`src/rtl/arcade_input_pkg.sv`:
```
// Shared constants for the arcade input mapper: PS/2 scancodes,
// joystick bit layout, per-player key state and coin stretcher states.
package arcade_input_pkg;

  localparam int KEY_PLAYERS = 2;
  localparam int KEY_BUTTONS = 4;

  localparam logic [7:0] SC_UP     = 8'h75;
  localparam logic [7:0] SC_DOWN   = 8'h72;
  localparam logic [7:0] SC_LEFT   = 8'h6B;
  localparam logic [7:0] SC_RIGHT  = 8'h74;
  localparam logic [7:0] SC_SPACE  = 8'h29;
  localparam logic [7:0] SC_LCTRL  = 8'h14;
  localparam logic [7:0] SC_LALT   = 8'h11;
  localparam logic [7:0] SC_LSHIFT = 8'h12;
  localparam logic [7:0] SC_1      = 8'h16;
  localparam logic [7:0] SC_5      = 8'h2E;
  localparam logic [7:0] SC_F1     = 8'h05;

  localparam logic [7:0] SC_R      = 8'h2D;
  localparam logic [7:0] SC_F      = 8'h2B;
  localparam logic [7:0] SC_D      = 8'h23;
  localparam logic [7:0] SC_G      = 8'h34;
  localparam logic [7:0] SC_A      = 8'h1C;
  localparam logic [7:0] SC_S      = 8'h1B;
  localparam logic [7:0] SC_Q      = 8'h15;
  localparam logic [7:0] SC_W      = 8'h1D;
  localparam logic [7:0] SC_2      = 8'h1E;
  localparam logic [7:0] SC_6      = 8'h36;
  localparam logic [7:0] SC_F2     = 8'h06;

  localparam int JOY_R   = 0;
  localparam int JOY_L   = 1;
  localparam int JOY_D   = 2;
  localparam int JOY_U   = 3;
  localparam int JOY_BTN = 4;

  typedef enum logic [1:0] {
    IDLE,
    HOLD,
    WAIT
  } coin_state_t;

  typedef struct packed {
    logic                   up;
    logic                   down;
    logic                   left;
    logic                   right;
    logic                   start;
    logic                   coin;
    logic [KEY_BUTTONS-1:0] btn;
  } key_t;

endpackage

```
`src/rtl/arcade_input_mapper_if.sv`:
```
// Host <-> mapper bundle: ps2_key, joysticks and config from the host,
// cleaned per-player controls back. master = host side, slave = mapper.
interface arcade_input_mapper_if #(
  parameter int NUM_PLAYERS = 2,
  parameter int NUM_BUTTONS = 4
);
  logic [10:0]                        ps2_key;
  logic [16*NUM_PLAYERS-1:0]          joystick;
  logic                               rotate;
  logic                               merge_joy;
  logic [NUM_BUTTONS-1:0]             autofire_mask;
  logic [NUM_PLAYERS-1:0]             p_up;
  logic [NUM_PLAYERS-1:0]             p_down;
  logic [NUM_PLAYERS-1:0]             p_left;
  logic [NUM_PLAYERS-1:0]             p_right;
  logic [NUM_PLAYERS*NUM_BUTTONS-1:0] p_btn;
  logic [NUM_PLAYERS-1:0]             p_start;
  logic [NUM_PLAYERS-1:0]             p_coin;

  modport master (
    output ps2_key, joystick, rotate,
    output merge_joy, autofire_mask,
    input  p_up, p_down, p_left, p_right,
    input  p_btn, p_start, p_coin
  );

  modport slave (
    input  ps2_key, joystick, rotate,
    input  merge_joy, autofire_mask,
    output p_up, p_down, p_left, p_right,
    output p_btn, p_start, p_coin
  );
endinterface

```
`src/rtl/arcade_coin_stretch.sv`:
```
// Coin pulse stretcher: output high for max(raw width, COIN_MIN_CYCLES).
// Ports: clk_sys, reset_n (async low), raw coin in, stretched coin out.
module arcade_coin_stretch
  import arcade_input_pkg::*;
#(
  parameter int COIN_MIN_CYCLES = 120000
) (
  input  logic clk_sys,
  input  logic reset_n,
  input  logic raw,
  output logic coin
);

  localparam int CW = $clog2(COIN_MIN_CYCLES + 1);

  coin_state_t   state_q;
  coin_state_t   state_d;
  logic [CW-1:0] cnt_q;
  logic [CW-1:0] cnt_d;

  always_ff @(posedge clk_sys or negedge reset_n) begin
    if (!reset_n) begin
      state_q <= IDLE;
      cnt_q   <= '0;
    end else begin
      state_q <= state_d;
      cnt_q   <= cnt_d;
    end
  end

  // Raw high in IDLE counts as a rise: after WAIT the raw line is
  // already low, and a coin held through reset must start a new pulse.
  always_comb begin
    state_d = state_q;
    cnt_d   = cnt_q;
    unique case (state_q)
      IDLE: begin
        if (raw) begin
          state_d = HOLD;
          cnt_d   = CW'(COIN_MIN_CYCLES - 1);
        end
      end
      HOLD: begin
        if (cnt_q == '0) begin
          state_d = raw ? WAIT : IDLE;
        end else begin
          cnt_d = cnt_q - CW'(1);
        end
      end
      WAIT: begin
        if (!raw) state_d = IDLE;
      end
      default: state_d = IDLE;
    endcase
  end

  always_comb begin
    coin = (state_q != IDLE);
  end

endmodule

```
`src/rtl/arcade_input_mapper.sv`:
```
// Keyboard + joystick to arcade control mapper (N players).
// Ports: clk_sys, reset_n, io (slave). Option: ARCADE_INPUT_AUTOFIRE_EN.
module arcade_input_mapper
  import arcade_input_pkg::*;
#(
  parameter int NUM_PLAYERS     = 2,
  parameter int NUM_BUTTONS     = 4,
  parameter int COIN_MIN_CYCLES = 120000,
  parameter int AUTOFIRE_DIV    = 200000
) (
  input logic clk_sys,
  input logic reset_n,
  arcade_input_mapper_if.slave io
);

  localparam int NP        = NUM_PLAYERS;
  localparam int NB        = NUM_BUTTONS;
  localparam int JOY_START = JOY_BTN + NB;
  localparam int JOY_COIN  = JOY_BTN + NB + 1;

  key_t key_q [KEY_PLAYERS];
  key_t key_d [KEY_PLAYERS];
  logic old_toggle;
  logic primed;
  logic pr;
  logic key_evt;

  assign pr      = io.ps2_key[9];
  // First cycle after reset only samples the toggle, so a stale
  // ps2_key left over from before reset is never decoded.
  assign key_evt = primed && (io.ps2_key[10] != old_toggle);

  always_comb begin
    key_d = key_q;
    unique case (io.ps2_key[7:0])
      SC_UP:     key_d[0].up     = pr;
      SC_DOWN:   key_d[0].down   = pr;
      SC_LEFT:   key_d[0].left   = pr;
      SC_RIGHT:  key_d[0].right  = pr;
      SC_SPACE:  key_d[0].btn[0] = pr;
      SC_LCTRL:  key_d[0].btn[1] = pr;
      SC_LALT:   key_d[0].btn[2] = pr;
      SC_LSHIFT: key_d[0].btn[3] = pr;
      SC_1:      key_d[0].start  = pr;
      SC_F1:     key_d[0].start  = pr;
      SC_5:      key_d[0].coin   = pr;
      SC_R:      key_d[1].up     = pr;
      SC_F:      key_d[1].down   = pr;
      SC_D:      key_d[1].left   = pr;
      SC_G:      key_d[1].right  = pr;
      SC_A:      key_d[1].btn[0] = pr;
      SC_S:      key_d[1].btn[1] = pr;
      SC_Q:      key_d[1].btn[2] = pr;
      SC_W:      key_d[1].btn[3] = pr;
      SC_2:      key_d[1].start  = pr;
      SC_F2:     key_d[1].start  = pr;
      SC_6:      key_d[1].coin   = pr;
      default: ;
    endcase
  end

  always_ff @(posedge clk_sys or negedge reset_n) begin
    if (!reset_n) begin
      old_toggle <= 1'b0;
      primed     <= 1'b0;
      for (int p = 0; p < KEY_PLAYERS; p++) begin
        key_q[p] <= '0;
      end
    end else begin
      old_toggle <= io.ps2_key[10];
      primed     <= 1'b1;
      if (key_evt) key_q <= key_d;
    end
  end

  logic [15:0] joy_or;

  always_comb begin
    joy_or = '0;
    for (int p = 0; p < NP; p++) begin
      joy_or |= io.joystick[16*p +: 16];
    end
  end

  logic [NP-1:0]    up_c;
  logic [NP-1:0]    dn_c;
  logic [NP-1:0]    lf_c;
  logic [NP-1:0]    rt_c;
  logic [NP-1:0]    st_c;
  logic [NP-1:0]    coin_raw;
  logic [NP-1:0]    coin_w;
  logic [NP*NB-1:0] btn_c;
  logic [NP*NB-1:0] btn_o;

  for (genvar p = 0; p < NP; p++) begin : g_pl
    key_t        k;
    logic [15:0] j;
    logic        u, d, l, r;
    logic        ru, rd, rl, rr;

    if (p < KEY_PLAYERS) begin : g_key
      assign k = key_q[p];
    end else begin : g_nokey
      assign k = '0;
    end

    assign j = (p == 0 && io.merge_joy)
             ? joy_or : io.joystick[16*p +: 16];

    assign u = k.up    | j[JOY_U];
    assign d = k.down  | j[JOY_D];
    assign l = k.left  | j[JOY_L];
    assign r = k.right | j[JOY_R];

    assign ru = io.rotate ? l : u;
    assign rd = io.rotate ? r : d;
    assign rl = io.rotate ? d : l;
    assign rr = io.rotate ? u : r;

    // Opposite directions cancel instead of letting one win.
    assign up_c[p] = ru & ~rd;
    assign dn_c[p] = rd & ~ru;
    assign lf_c[p] = rl & ~rr;
    assign rt_c[p] = rr & ~rl;

    for (genvar b = 0; b < NB; b++) begin : g_b
      if (b < KEY_BUTTONS) begin : g_kb
        assign btn_c[NB*p+b] = k.btn[b] | j[JOY_BTN+b];
      end else begin : g_jb
        assign btn_c[NB*p+b] = j[JOY_BTN+b];
      end
    end

    assign st_c[p]     = k.start | j[JOY_START];
    assign coin_raw[p] = k.coin  | j[JOY_COIN];

    arcade_coin_stretch #(
      .COIN_MIN_CYCLES(COIN_MIN_CYCLES)
    ) u_coin (
      .clk_sys(clk_sys),
      .reset_n(reset_n),
      .raw    (coin_raw[p]),
      .coin   (coin_w[p])
    );
  end

`ifdef ARCADE_INPUT_AUTOFIRE_EN
  localparam int AW = (AUTOFIRE_DIV > 1) ? $clog2(AUTOFIRE_DIV) : 1;

  logic [AW-1:0] af_cnt;
  logic          af_phase;

  always_ff @(posedge clk_sys or negedge reset_n) begin
    if (!reset_n) begin
      af_cnt   <= '0;
      af_phase <= 1'b0;
    end else if (af_cnt == AW'(AUTOFIRE_DIV - 1)) begin
      af_cnt   <= '0;
      af_phase <= ~af_phase;
    end else begin
      af_cnt   <= af_cnt + AW'(1);
    end
  end

  always_comb begin
    btn_o = btn_c;
    for (int p = 0; p < NP; p++) begin
      for (int b = 0; b < NB; b++) begin
        if (io.autofire_mask[b]) begin
          btn_o[NB*p+b] = btn_c[NB*p+b] & af_phase;
        end
      end
    end
  end
`else
  logic unused_af;
  assign unused_af = ^{io.autofire_mask, AUTOFIRE_DIV[0]};
  assign btn_o     = btn_c;
`endif

  logic [NP-1:0]    up_q;
  logic [NP-1:0]    dn_q;
  logic [NP-1:0]    lf_q;
  logic [NP-1:0]    rt_q;
  logic [NP-1:0]    st_q;
  logic [NP*NB-1:0] btn_q;

  always_ff @(posedge clk_sys or negedge reset_n) begin
    if (!reset_n) begin
      up_q  <= '0;
      dn_q  <= '0;
      lf_q  <= '0;
      rt_q  <= '0;
      st_q  <= '0;
      btn_q <= '0;
    end else begin
      up_q  <= up_c;
      dn_q  <= dn_c;
      lf_q  <= lf_c;
      rt_q  <= rt_c;
      st_q  <= st_c;
      btn_q <= btn_o;
    end
  end

  assign io.p_up    = up_q;
  assign io.p_down  = dn_q;
  assign io.p_left  = lf_q;
  assign io.p_right = rt_q;
  assign io.p_start = st_q;
  assign io.p_btn   = btn_q;
  assign io.p_coin  = coin_w;

endmodule

```
`src/flat_wrapper.sv`:
```
// flat-port wrapper written by rule: the top's interface ports become plain ports
module arcade_input_mapper_flat import arcade_input_pkg::*;
#(
  parameter int NUM_PLAYERS     = 2,
  parameter int NUM_BUTTONS     = 4,
  parameter int COIN_MIN_CYCLES = 120000,
  parameter int AUTOFIRE_DIV    = 200000
)
  (clk_sys, reset_n, io_ps2_key, io_joystick, io_rotate, io_merge_joy, io_autofire_mask, io_p_up, io_p_down, io_p_left, io_p_right, io_p_btn, io_p_start, io_p_coin);
  arcade_input_mapper_if #(.NUM_PLAYERS(NUM_PLAYERS), .NUM_BUTTONS(NUM_BUTTONS)) io_i ();
  input logic clk_sys;
  input logic reset_n;
  input wire logic [$bits(io_i.ps2_key)-1:0] io_ps2_key;
  input wire logic [$bits(io_i.joystick)-1:0] io_joystick;
  input wire logic [$bits(io_i.rotate)-1:0] io_rotate;
  input wire logic [$bits(io_i.merge_joy)-1:0] io_merge_joy;
  input wire logic [$bits(io_i.autofire_mask)-1:0] io_autofire_mask;
  output wire logic [$bits(io_i.p_up)-1:0] io_p_up;
  output wire logic [$bits(io_i.p_down)-1:0] io_p_down;
  output wire logic [$bits(io_i.p_left)-1:0] io_p_left;
  output wire logic [$bits(io_i.p_right)-1:0] io_p_right;
  output wire logic [$bits(io_i.p_btn)-1:0] io_p_btn;
  output wire logic [$bits(io_i.p_start)-1:0] io_p_start;
  output wire logic [$bits(io_i.p_coin)-1:0] io_p_coin;
  assign io_i.ps2_key = io_ps2_key;
  assign io_i.joystick = io_joystick;
  assign io_i.rotate = io_rotate;
  assign io_i.merge_joy = io_merge_joy;
  assign io_i.autofire_mask = io_autofire_mask;
  assign io_p_up = io_i.p_up;
  assign io_p_down = io_i.p_down;
  assign io_p_left = io_i.p_left;
  assign io_p_right = io_i.p_right;
  assign io_p_btn = io_i.p_btn;
  assign io_p_start = io_i.p_start;
  assign io_p_coin = io_i.p_coin;
  arcade_input_mapper #(.NUM_PLAYERS(NUM_PLAYERS), .NUM_BUTTONS(NUM_BUTTONS), .COIN_MIN_CYCLES(COIN_MIN_CYCLES), .AUTOFIRE_DIV(AUTOFIRE_DIV)) u_core (.clk_sys(clk_sys), .reset_n(reset_n), .io(io_i));
endmodule
```
`config.mk`:
```
export PLATFORM = sky130hd
export DESIGN_NAME = arcade_input_mapper_flat
export DESIGN_NICKNAME = d
export VERILOG_FILES = /design/src/rtl/arcade_input_pkg.sv /design/src/rtl/arcade_input_mapper_if.sv /design/src/rtl/arcade_coin_stretch.sv /design/src/rtl/arcade_input_mapper.sv /design/src/flat_wrapper.sv
export SDC_FILE = /design/constraint.sdc
export NUM_CORES = 1
export LEC_CHECK = 0
export ABC_AREA = 1
export BUFFER_PORTS_ARGS = -buffer_cell sky130_fd_sc_hd__buf_2
export CAP_MARGIN = 20
export CORE_MARGIN = 1
export CORE_UTILIZATION = 57
export CTS_CLUSTER_DIAMETER = 80
export DETAILED_ROUTE_END_ITERATION = 8
export PLACE_DENSITY = 0.8
export SLEW_MARGIN = 10
export SYNTH_ARGS = -nofsm -noshare
export SYNTH_HDL_FRONTEND = slang
export SYNTH_SLANG_ARGS = --single-unit
```
`constraint.sdc`:
```
create_clock -name clk_sys -period 1.77 [get_ports clk_sys]
set_input_delay 0.354 -clock clk_sys [delete_from_list [all_inputs] [get_ports clk_sys]]
set_output_delay 0.354 -clock clk_sys [all_outputs]
set_load 0.02 [all_outputs]
```
==> results.cfg, run 1 <==
[logic_synthesis]
synth-seq-cells = 78
synth_top_flop_cell = sky130_fd_sc_hd__dfrtp_1
synthesis.instances = 607
synth_edf_count = 0
ys_seq_area_share_pct = 43.9
syn_area_um2 = 4440
yosysWarnings = 0
synth_async_sr_flop_share_pct = 100
ys_types = 35
synth_top_area_share_pct = 43.9
synthesized_nets = 660
synth_largest_area_cell = sky130_fd_sc_hd__dfrtp_1
avgSynthCellArea_um2 = 7.32
yosys-top-cells-area = sky130_fd_sc_hd__dfrtp_1 44%, sky130_fd_sc_hd__nand2_1 15%, sky130_fd_sc_hd__nand3_1 9.1%, sky130_fd_sc_hd__nor2_1 6.8%, sky130_fd_sc_hd__inv_1 5.5%

[placed_design]
io_buffer_count = 53
dpl-instance-area_um2 = 4870
place_inst = 758
dp_slack_ns = 0.102
gp_congestion = 0.912
dp_hpwl_mm = 7.18

[critical_path]
slowest_stage = sky130_fd_sc_hd__dfrtp_1
cp.arrival_ns = 1.86
worstSetupStartpointType = register
r2r-start = u_core.g_pl[0].u_coin.cnt_q[0]
path_delay_family = simple AND/OR/NAND/NOR gates
critical_path.endpoint_type = register
crit_chain = inv_1 > ha_2 > nand2_4 > nor2_8 > nand3b_4 > nand2_4 > nand2_4 > nand2_1 > nand2_1
first_element_of_the_critical_path = u_core.g_pl[0].u_coin.cnt_q[0]
timing.critical_path.required_ns = 2.01
cp-endpoint = u_core.g_pl[0].u_coin.cnt_q[13]
reg2reg_slack_ns = 0.15
critical-path-max-stage-delay_ns = 0.43
crit-reg2reg-capture = u_core.g_pl[0].u_coin.cnt_q[13]
path_class = reg2reg
worst-path-stages = 9
rr_worst_depth = 9
critPathMostFrequentCell = sky130_fd_sc_hd__nand2_4
critical_path.n_buffers_inverters = 1
critical_path.max_fanout = 17

[detailed_routing]
drt_drc_violations_left = 0
ratio_of_routed_vias_to_standard_cells = 5.27
drt_pre_antenna_iters = 5
routed_wl_per_cell_um = 12.5
drt_iter0_drc = 307
postRouteWirelength_mm = 9.70
drt.antenna.violating_nets = 0
detailed_route_via_count = 4081

[clock_tree]
clock_tree.htree_level_count = 3
tritoncts = built
clkSlewWorstSetupHoldPaths_ns = 0.08
total_clock_buffers_created_by_cts = 9
number_of_buffers_added_for_setup_after_cts = 0
ctsLongestPathBuffers = 2
clock-sinks = 78
root_buffer = sky130_fd_sc_hd__clkbuf_8
worst_skew_pair.late_latency_ns = 0.35

[finish]
area_delta_synth_final_pct = 14.8
finish.instance_area_um2 = 5100
diodes = 0
fraction_of_layout_instances_using_a_drive_strength_above_1_pct = 18.6
design.final.nets = 724
instances_no_fill = 775
fillers = 651

[timing]
max_freq_mhz = 617
period_minus_slack_ns = 1.62
setup_viol = 0
timing.final.hold_violations = 0
timing.final.crit_share_pct = 91.6
fin_skew_ns = 0.00702
totalNegativeSetupSlack_ns = 0
setup_ws_ns = 0.150
final-max-slew-violation-count = 0
unrepaired_setup_endpoints_after_global_routing = false

[floorplanning]
chipWidth_um = 90.3
pin_count = 71
core.rowCount = 31
starting_density_pct = 60.0
y_dimension_of_the_die_um = 90.3
core-area_um2 = 7410
design.die.area_um2 = 8150

[global_route]
grt_resource_usage_total_pct = 26.0
initial_antenna_violation_count = 0
grt_pass1_vias = 4024
global_route.overflow_total = 0
wire_length_of_the_first_global_routing_pass_mm = 17.2
maximum_number_of_pins_on_one_net_before_global_route_repair = 38

[pwr]
power.density_nw_per_um2 = 938
irDropWorstVdd_v = 0.000472
design_power_total_mw = 4.79
pleak_nw = 2.66

[job]
timing.max_cap.violations = 0

[run_status]
outcome = finished, final reports clean

[hold_path]
min_delay_path_depth = 1
worstHoldPathType = in2reg
synth_stat cells (2+ instances only):
| cell | number |
|---|---|
| sky130_fd_sc_hd__nor2_1 | 81 |
| sky130_fd_sc_hd__a21oi_1 | 3 |
| sky130_fd_sc_hd__nand2_1 | 172 |
| sky130_fd_sc_hd__nor3b_1 | 3 |
| sky130_fd_sc_hd__buf_4 | 4 |
| sky130_fd_sc_hd__nand2_4 | 5 |
| sky130_fd_sc_hd__nand3b_1 | 8 |
| sky130_fd_sc_hd__nand3_1 | 81 |
| sky130_fd_sc_hd__nor3_1 | 6 |
| sky130_fd_sc_hd__nand3_2 | 2 |
| sky130_fd_sc_hd__or2_2 | 11 |
| sky130_fd_sc_hd__o21ai_0 | 34 |
| sky130_fd_sc_hd__ha_1 | 2 |
| sky130_fd_sc_hd__clkbuf_1 | 6 |
| sky130_fd_sc_hd__nand4_1 | 4 |
| sky130_fd_sc_hd__buf_6 | 2 |
| sky130_fd_sc_hd__xnor2_1 | 2 |
| sky130_fd_sc_hd__a211o_1 | 3 |
| sky130_fd_sc_hd__nor2_4 | 4 |
| sky130_fd_sc_hd__buf_2 | 3 |
| sky130_fd_sc_hd__dfrtp_1 | 78 |
| sky130_fd_sc_hd__nand2_2 | 13 |
| sky130_fd_sc_hd__inv_1 | 65 |
| sky130_fd_sc_hd__o21a_1 | 2 |
| sky130_fd_sc_hd__nor2_2 | 3 |
how the worst min path moves through the flow:
stage	start	to
final	io_ps2_key[10]	u_core.old_toggle
after global routing	io_ps2_key[10]	u_core.old_toggle
after CTS	io_ps2_key[10]	u_core.old_toggle
after detailed placement	reset_n	u_core.g_pl[1].u_coin.cnt_q[9]
after global placement	reset_n	u_core.g_pl[1].u_coin.cnt_q[9]
after floorplan	reset_n	u_core.g_pl[0].k[0]
placed cells by master (no fill, tap or decap), types with 6 or more instances in the layout:
cell type	synthesis	routed
sky130_fd_sc_hd__nand2_1	172	172
sky130_fd_sc_hd__nor2_1	81	81
sky130_fd_sc_hd__nand3_1	81	81
sky130_fd_sc_hd__dfrtp_1	78	78
sky130_fd_sc_hd__inv_1	65	65
sky130_fd_sc_hd__buf_2	3	52
sky130_fd_sc_hd__o21ai_0	34	34
sky130_fd_sc_hd__nand2_2	13	13
sky130_fd_sc_hd__buf_4	4	12
sky130_fd_sc_hd__or2_2	11	11
sky130_fd_sc_hd__clkbuf_8	0	10
sky130_fd_sc_hd__nand3b_1	8	8
sky130_fd_sc_hd__nor3_1	6	6
per-layer routing:
metal / track usage (%) / wire (um) / part of all wire [%] / vias to the layer above
met5: 0 / 0 / 0 / -
met4: 9.81 / 244 / 2.5 / 0
met3: 5.72 / 467 / 4.8 / 26
met2: 46.2 / 4830 / 50 / 107
met1: 30.6 / 4160 / 43 / 1900
li1: - / - / - / 2048
per-stage QoR:
stage / hold WS (ns) / utilization, %
floorplan: 0.0584 / -
finish: 0.131 / 68.9
global route: 0.115 / 68.9
CTS: 0.115 / 68.6
global placement: 0.296 / 65.8
detailed placement: 0.298 / 65.8
cells by family after synthesis:
family / count (synthesis) / share of synthesized area, %
AO/OA/AOI/OAI: 47 / 5.94
XOR/XNOR: 2 / 0.394
adder cells (fa/ha/maj): 2 / 0.563
buffers and inverters: 80 / 7.52
flip-flops: 78 / 43.9
other: 1 / 0.0844
AND/OR/NAND/NOR: 397 / 41.6
flip-flops by register name, summed over array words and instances, names as in the netlist:
| name | flops |
|---|---|
| u_core.g_pl.u_coin.cnt_q | 34 |
| u_core.g_pl.k | 20 |
| u_core.io.p_btn | 8 |
| u_core.g_pl.u_coin.state_q | 4 |
| u_core.io.p_down | 2 |
| u_core.io.p_left | 2 |
| u_core.io.p_right | 2 |
| u_core.io.p_start | 2 |
| u_core.io.p_up | 2 |
| u_core.old_toggle | 1 |
| u_core.primed | 1 |
power by group:
part	switching [mW]	leakage [nW]	internal [mW]	total, mW
clock	0.658	0.0955	0.690	1.35
sequential	0.196	0.926	1.98	2.18
combinational	0.796	1.64	0.463	1.26
what timing repair did:
item,in CTS,in global routing
endpoints found under the hold margin,27,0
resized for setup,0,4
setup endpoints to repair,0,26
hold buffers,1,0
layout make-up:
cell class	count	area, um2	area share (%)
sequential	78	1950	38.3
timing repair buffer	68	412	8.07
inverter	65	244	4.78
multi-input combinational	449	2170	42.5
tap	99	124	2.43
clock buffer	11	141	2.77
clock inverter	5	58.8	1.15
(Power assumes the default switching activity.)
==> run 2: changes to the inputs <==
--- a/config.mk
+++ b/config.mk
@@ -8,11 +8,13 @@
 export ABC_AREA = 1
 export BUFFER_PORTS_ARGS = -buffer_cell sky130_fd_sc_hd__buf_2
 export CAP_MARGIN = 20
+export CELL_PAD_IN_SITES_DETAIL_PLACEMENT = 1
+export CELL_PAD_IN_SITES_GLOBAL_PLACEMENT = 2
 export CORE_MARGIN = 1
-export CORE_UTILIZATION = 57
+export CORE_UTILIZATION = 32
 export CTS_CLUSTER_DIAMETER = 80
 export DETAILED_ROUTE_END_ITERATION = 8
-export PLACE_DENSITY = 0.8
+export PLACE_DENSITY_LB_ADDON = 0.1
 export SLEW_MARGIN = 10
 export SYNTH_ARGS = -nofsm -noshare
 export SYNTH_HDL_FRONTEND = slang
==> results.cfg, run 2 (synthesis results as in run 1) <==
[timing]
unrepaired_setup_endpoints_after_global_routing = false
final-max-slew-violation-count = 0
setup_ws_ns = 0.150
period_minus_slack_ns = 1.62
totalNegativeSetupSlack_ns = 0
fin_skew_ns = 0.00713
timing.final.hold_violations = 0
setup_viol = 0
max_freq_mhz = 617
timing.final.crit_share_pct = 91.5

[critical_path]
critPathMostFrequentCell = sky130_fd_sc_hd__nand2_4
slowest_stage = sky130_fd_sc_hd__dfrtp_1
timing.critical_path.required_ns = 2.00
r2r-start = u_core.g_pl[0].u_coin.cnt_q[0]
critical_path.endpoint_type = register
critical_path.max_fanout = 17
critical_path.n_buffers_inverters = 1
crit_chain = inv_1 > ha_1 > nand2_4 > nor2_8 > nand3b_4 > nand2_4 > nand2_4 > nand2_1 > nand2_1
critical-path-max-stage-delay_ns = 0.41
worstSetupStartpointType = register
path_class = reg2reg
path_delay_family = simple AND/OR/NAND/NOR gates
cp.arrival_ns = 1.85
first_element_of_the_critical_path = u_core.g_pl[0].u_coin.cnt_q[0]

[pwr]
sw_frac_of_total_pct = 31.3
share_comb_of_total_power_pct = 21.8
irDropWorstVdd_v = 0.000376
pleak_nw = 2.73
clockPowerShare_pct = 39.1
design_power_total_mw = 5.61
power.density_nw_per_um2 = 1060
cell_internal_pwr_mw = 3.86
power_switching_mw = 1.75
share_seq_of_total_power_pct = 39.1

[placed_design]
dp_hpwl_mm = 8.78
io_buffer_count = 53
dp_slack_ns = 0.132
gp_congestion = 0.754

[finish]
most-common-layout-cells = 172 x sky130_fd_sc_hd__nand2_1, 81 x sky130_fd_sc_hd__nor2_1, 81 x sky130_fd_sc_hd__nand3_1, 78 x sky130_fd_sc_hd__dfrtp_1, 65 x sky130_fd_sc_hd__inv_1
fillers = 1712
area_delta_synth_final_pct = 19.6
fraction_of_layout_instances_using_a_drive_strength_above_1_pct = 18.5
design.final.nets = 724
largest_reg_flops = 34
regMostFlops = u_core.g_pl.u_coin.cnt_q
layout.cells.most_common = sky130_fd_sc_hd__nand2_1
diodes = 0
post_route_core_utilization_pct = 39.7

[detailed_routing]
drt_iter0_drc = 119
ratio_of_routed_vias_to_standard_cells = 4.82
postRouteWirelength_mm = 11.9
detailed_route_via_count = 4106
drt.antenna.violating_nets = 0
drt_pre_antenna_iters = 4
drt_drc_violations_left = 0
routed_wl_per_cell_um = 14.0

[clock_tree]
root_buffer = sky130_fd_sc_hd__clkbuf_16
total_clock_buffers_created_by_cts = 9
worst_skew_pair.late_latency_ns = 0.34
clkSlewWorstSetupHoldPaths_ns = 0.06
post_cts_resized = 0
number_of_buffers_added_for_setup_after_cts = 0
clock_tree.htree_level_count = 3
tritoncts = built
ctsLongestPathBuffers = 2
clock-sinks = 78
cts.hold.buffers_added = 0

[floorplanning]
core-area_um2 = 13400
pin_count = 71
design.die.area_um2 = 14400
starting_density_pct = 33.2
core.rowCount = 42
y_dimension_of_the_die_um = 120
chipWidth_um = 120

[global_route]
global_route.overflow_total = 0
maximum_number_of_pins_on_one_net_before_global_route_repair = 79
grt_pass1_vias = 4282
wire_length_of_the_first_global_routing_pass_mm = 20.6
grt_resource_usage_total_pct = 18.2
initial_antenna_violation_count = 0

[hold_path]
worstHoldPathType = in2async

[job]
timing.max_cap.violations = 0

[run_status]
outcome = finished, final reports clean
==> run 2: per-stage QoR <==
step,instance area (um2),cells,hold slack (ns)
floorplan,4440,607,0.0584
global placement,4970,836,0.423
detailed placement,4970,836,0.423
CTS,5320,852,0.0578
global route,5320,852,0.0740
finish,5320,852,0.0190
==> run 2: path summary, 6_finish.rpt <==
check,endpoint,slack (ns),cells after the start
max reg2reg,u_core.g_pl[0].u_coin.cnt_q[6],0.15,9
max in group asynchronous,u_core.io.p_right[0],1.38,2
max,u_core.g_pl[0].u_coin.cnt_q[6],0.15,9
min reg2reg,u_core.io.p_btn[5],0.47,1
min in group clk_sys,u_core.old_toggle,0.15,1
min,u_core.g_pl[1].u_coin.cnt_q[14],0.02,2
==> run 2: cell type report <==
| class | instances | area, um2 | area share, % |
|---|---|---|---|
| well taps | 176 | 220 | 4.14 |
| multi-input cells | 449 | 2160 | 40.6 |
| repair buffers | 68 | 393 | 7.39 |
| clock buffers | 11 | 243 | 4.57 |
| flip-flops and latches | 78 | 1950 | 36.7 |
| clock inverters | 5 | 106 | 2.00 |
| inverters | 65 | 244 | 4.59 |
==> run 2: per-layer routing <==
metal / global-route usage [%] / wire length, um
met5: 0 / 0
met1: 23.2 / 5600
met2: 31.5 / 5930
met3: 2.38 / 208
met4: 6.33 / 167
==> run 2: power by group through the flow <==
| stage | combinational [mW] | sequential [mW] | clock (mW) |
|---|---|---|---|
| 2_1_floorplan | 0.880 | 2.20 | 0 |
| 3_3_place_gp | 1.20 | 2.22 | 0 |
| 3_5_place_dp | 1.24 | 2.23 | 0 |
| 4_1_cts | 1.25 | 2.19 | 2.26 |
| 5_1_grt | 1.42 | 2.22 | 2.32 |
| 6_report | 1.23 | 2.19 | 2.19 |
==> run 2: worst register-to-register path: stages (launching register included) <==
cell                       delay (ns)
sky130_fd_sc_hd__dfrtp_1         0.41
sky130_fd_sc_hd__inv_1           0.11
sky130_fd_sc_hd__ha_1            0.23
sky130_fd_sc_hd__nand2_4         0.11
sky130_fd_sc_hd__nor2_8          0.15
sky130_fd_sc_hd__nand3b_4        0.10
sky130_fd_sc_hd__nand2_4         0.09
sky130_fd_sc_hd__nand2_4         0.15
sky130_fd_sc_hd__nand2_1         0.12
sky130_fd_sc_hd__nand2_1         0.05
==> run 3: changes to the inputs <==
==> constraint.sdc (replaced) <==
create_clock -name clk_sys -period 1.7 [get_ports clk_sys]
set_input_delay 0.34 -clock clk_sys [delete_from_list [all_inputs] [get_ports clk_sys]]
set_output_delay 0.34 -clock clk_sys [all_outputs]
set_load 0.02 [all_outputs]
==> results.cfg, run 3 (synthesis results as in run 1) <==
[critical_path]
slowest_stage = sky130_fd_sc_hd__dfrtp_1
path_class = reg2reg
cp.arrival_ns = 1.83
worstSetupStartpointType = register
reg2reg_slack_ns = 0.11
critical_path.max_fanout = 8
critical_path.endpoint_type = register
r2r-start = u_core.g_pl[1].u_coin.cnt_q[0]
critical-path-max-stage-delay_ns = 0.39
crit_chain = inv_1 > ha_4 > nand3_4 > nor2_4 > nand3_2 > nand2_4 > nand2_4 > nand2_2 > nand2_1
crit-reg2reg-capture = u_core.g_pl[1].u_coin.cnt_q[1]
rr_worst_depth = 9
critPathMostFrequentCell = sky130_fd_sc_hd__nand2_4
timing.critical_path.required_ns = 1.94

[global_route]
maximum_number_of_pins_on_one_net_before_global_route_repair = 31
initial_antenna_violation_count = 0
global_route.overflow_total = 0
grt.met3_usage_pct = 4.37
global_route.usage.met2_pct = 33.9
global_route.peak_usage_layer = met2
grt_pass1_vias = 4334
grt.met1_usage_pct = 22.1
wire_length_of_the_first_global_routing_pass_mm = 21.0
grt_resource_usage_total_pct = 18.7

[detailed_routing]
ratio_of_routed_vias_to_standard_cells = 4.78
detailed_route_via_count = 4121
drt.antenna.violating_nets = 0
drt_iter0_drc = 140
postRouteWirelength_mm = 12.2
drt_drc_violations_left = 0
routed_wl_per_cell_um = 14.2
drt_pre_antenna_iters = 4

[clock_tree]
ctsLongestPathBuffers = 2
root_buffer = sky130_fd_sc_hd__clkbuf_16
clock_tree.htree_level_count = 3
tritoncts = built
worst_skew_pair.late_latency_ns = 0.34
clkSlewWorstSetupHoldPaths_ns = 0.06
clock-sinks = 78
total_clock_buffers_created_by_cts = 9

[placed_design]
gp_congestion = 0.785
dp_hpwl_mm = 8.97
dp_slack_ns = 0.0592
io_buffer_count = 53

[pwr]
irDropWorstVdd_v = 0.000503
share_comb_of_total_power_pct = 23.8
sw_frac_of_total_pct = 32.3
clockPowerShare_pct = 36.9
cell_internal_pwr_mw = 3.93
power.density_nw_per_um2 = 1070
pleak_nw = 2.78
power_switching_mw = 1.88
share_seq_of_total_power_pct = 39.3

[floorplanning]
y_dimension_of_the_die_um = 120
core.rowCount = 42
starting_density_pct = 33.2
chipWidth_um = 120
design.die.area_um2 = 14400
pin_count = 71
core-area_um2 = 13400

[timing]
setup_viol = 0
final-max-slew-violation-count = 0
setup_ws_ns = 0.111
period_minus_slack_ns = 1.59
fin_skew_ns = 0.00442
timing.final.crit_share_pct = 93.5
totalNegativeSetupSlack_ns = 0
timing.final.hold_violations = 0
max_freq_mhz = 629

[hold_path]
endpoint_of_the_worst_hold_path = u_core.old_toggle
worstHoldPathType = in2reg
hold_path.startpoint = io_ps2_key[10]
min_delay_path_depth = 1

[finish]
regMostFlops = u_core.g_pl.u_coin.cnt_q
fraction_of_layout_instances_using_a_drive_strength_above_1_pct = 19.9
most-common-layout-cells = 172 x sky130_fd_sc_hd__nand2_1, 81 x sky130_fd_sc_hd__nor2_1, 81 x sky130_fd_sc_hd__nand3_1, 78 x sky130_fd_sc_hd__dfrtp_1, 65 x sky130_fd_sc_hd__inv_1
design.final.nets = 735
area_delta_synth_final_pct = 22.5
largest_reg_flops = 34
post_route_core_utilization_pct = 40.6
diodes = 0
layout.cells.most_common = sky130_fd_sc_hd__nand2_1

[run_status]
outcome = finished, final reports clean

[job]
timing.max_cap.violations = 0
[run 3: power by group through the flow]
stage,logic [mW],registers (mW),clock network (mW)
6_report,1.38,2.28,2.14
5_1_grt,1.59,2.32,2.28
4_1_cts,1.34,2.28,2.22
3_5_place_dp,1.32,2.31,0
3_3_place_gp,1.28,2.31,0
2_1_floorplan,0.916,2.29,0
[run 3: how the worst max path moves through the flow]
stage / from / endpoint / slack (ns) / cells past startpoint
after floorplan: u_core.g_pl[1].u_coin.cnt_q[0] / u_core.g_pl[1].u_coin.cnt_q[5] / 0.13 / 10
after global placement: u_core.g_pl[1].u_coin.cnt_q[0] / u_core.g_pl[1].u_coin.cnt_q[13] / 0.1 / 9
after detailed placement: u_core.g_pl[1].u_coin.cnt_q[0] / u_core.g_pl[1].u_coin.cnt_q[13] / 0.06 / 9
after CTS: u_core.g_pl[1].u_coin.cnt_q[0] / u_core.g_pl[1].u_coin.cnt_q[15] / 0.04 / 9
after global routing: u_core.g_pl[1].u_coin.cnt_q[0] / u_core.g_pl[1].u_coin.cnt_q[15] / -0.01 / 9
final: u_core.g_pl[1].u_coin.cnt_q[0] / u_core.g_pl[1].u_coin.cnt_q[1] / 0.11 / 9
[run 3: per-layer routing]
layer,wire (um),up-vias,share of wire [%]
li1,-,2080,-
met1,5580,1985,46
met2,6160,48,50
met3,395,8,3.2
met4,112,0,0.91
met5,0,-,0
[run 3: layout make-up]
type / instances / area, um2
Clock buffer: 11 / 243
Sequential cell: 78 / 1950
Multi-Input combinational cell: 450 / 2200
Clock inverter: 5 / 82.6
Tap cell: 176 / 220
Timing Repair Buffer: 78 / 499
Fill cell: 1731 / 7960
Inverter: 65 / 244
[run 3: timing repair]
item,4_1_cts,5_1_grt
buffers inserted,0,2
setup endpoints to repair,0,24
hold buffers,1,0
gates resized for setup,0,9
endpoints found under the hold margin,27,0
[run 3: stage by stage]
| step | cell area [um2] | hold slack (ns) | std cells | power, mW |
|---|---|---|---|---|
| 2_1_floorplan | 4440 | 0.0444 | 607 | 3.21 |
| 3_3_place_gp | 5030 | 0.313 | 843 | 3.59 |
| 3_5_place_dp | 5030 | 0.322 | 843 | 3.64 |
| 4_1_cts | 5370 | 0.115 | 860 | 5.84 |
| 5_1_grt | 5440 | 0.119 | 863 | 6.19 |
| 6_report | 5440 | 0.130 | 863 | 5.80 |
[run 3: worst max-delay path, delay by kind of cell (launching register included)]
kind / cells / cell delay (ns)
and+or+nand+nor: 7 / 0.81
DFF: 1 / 0.39
adders and majority gates: 1 / 0.17
buffers and inverters: 1 / 0.12
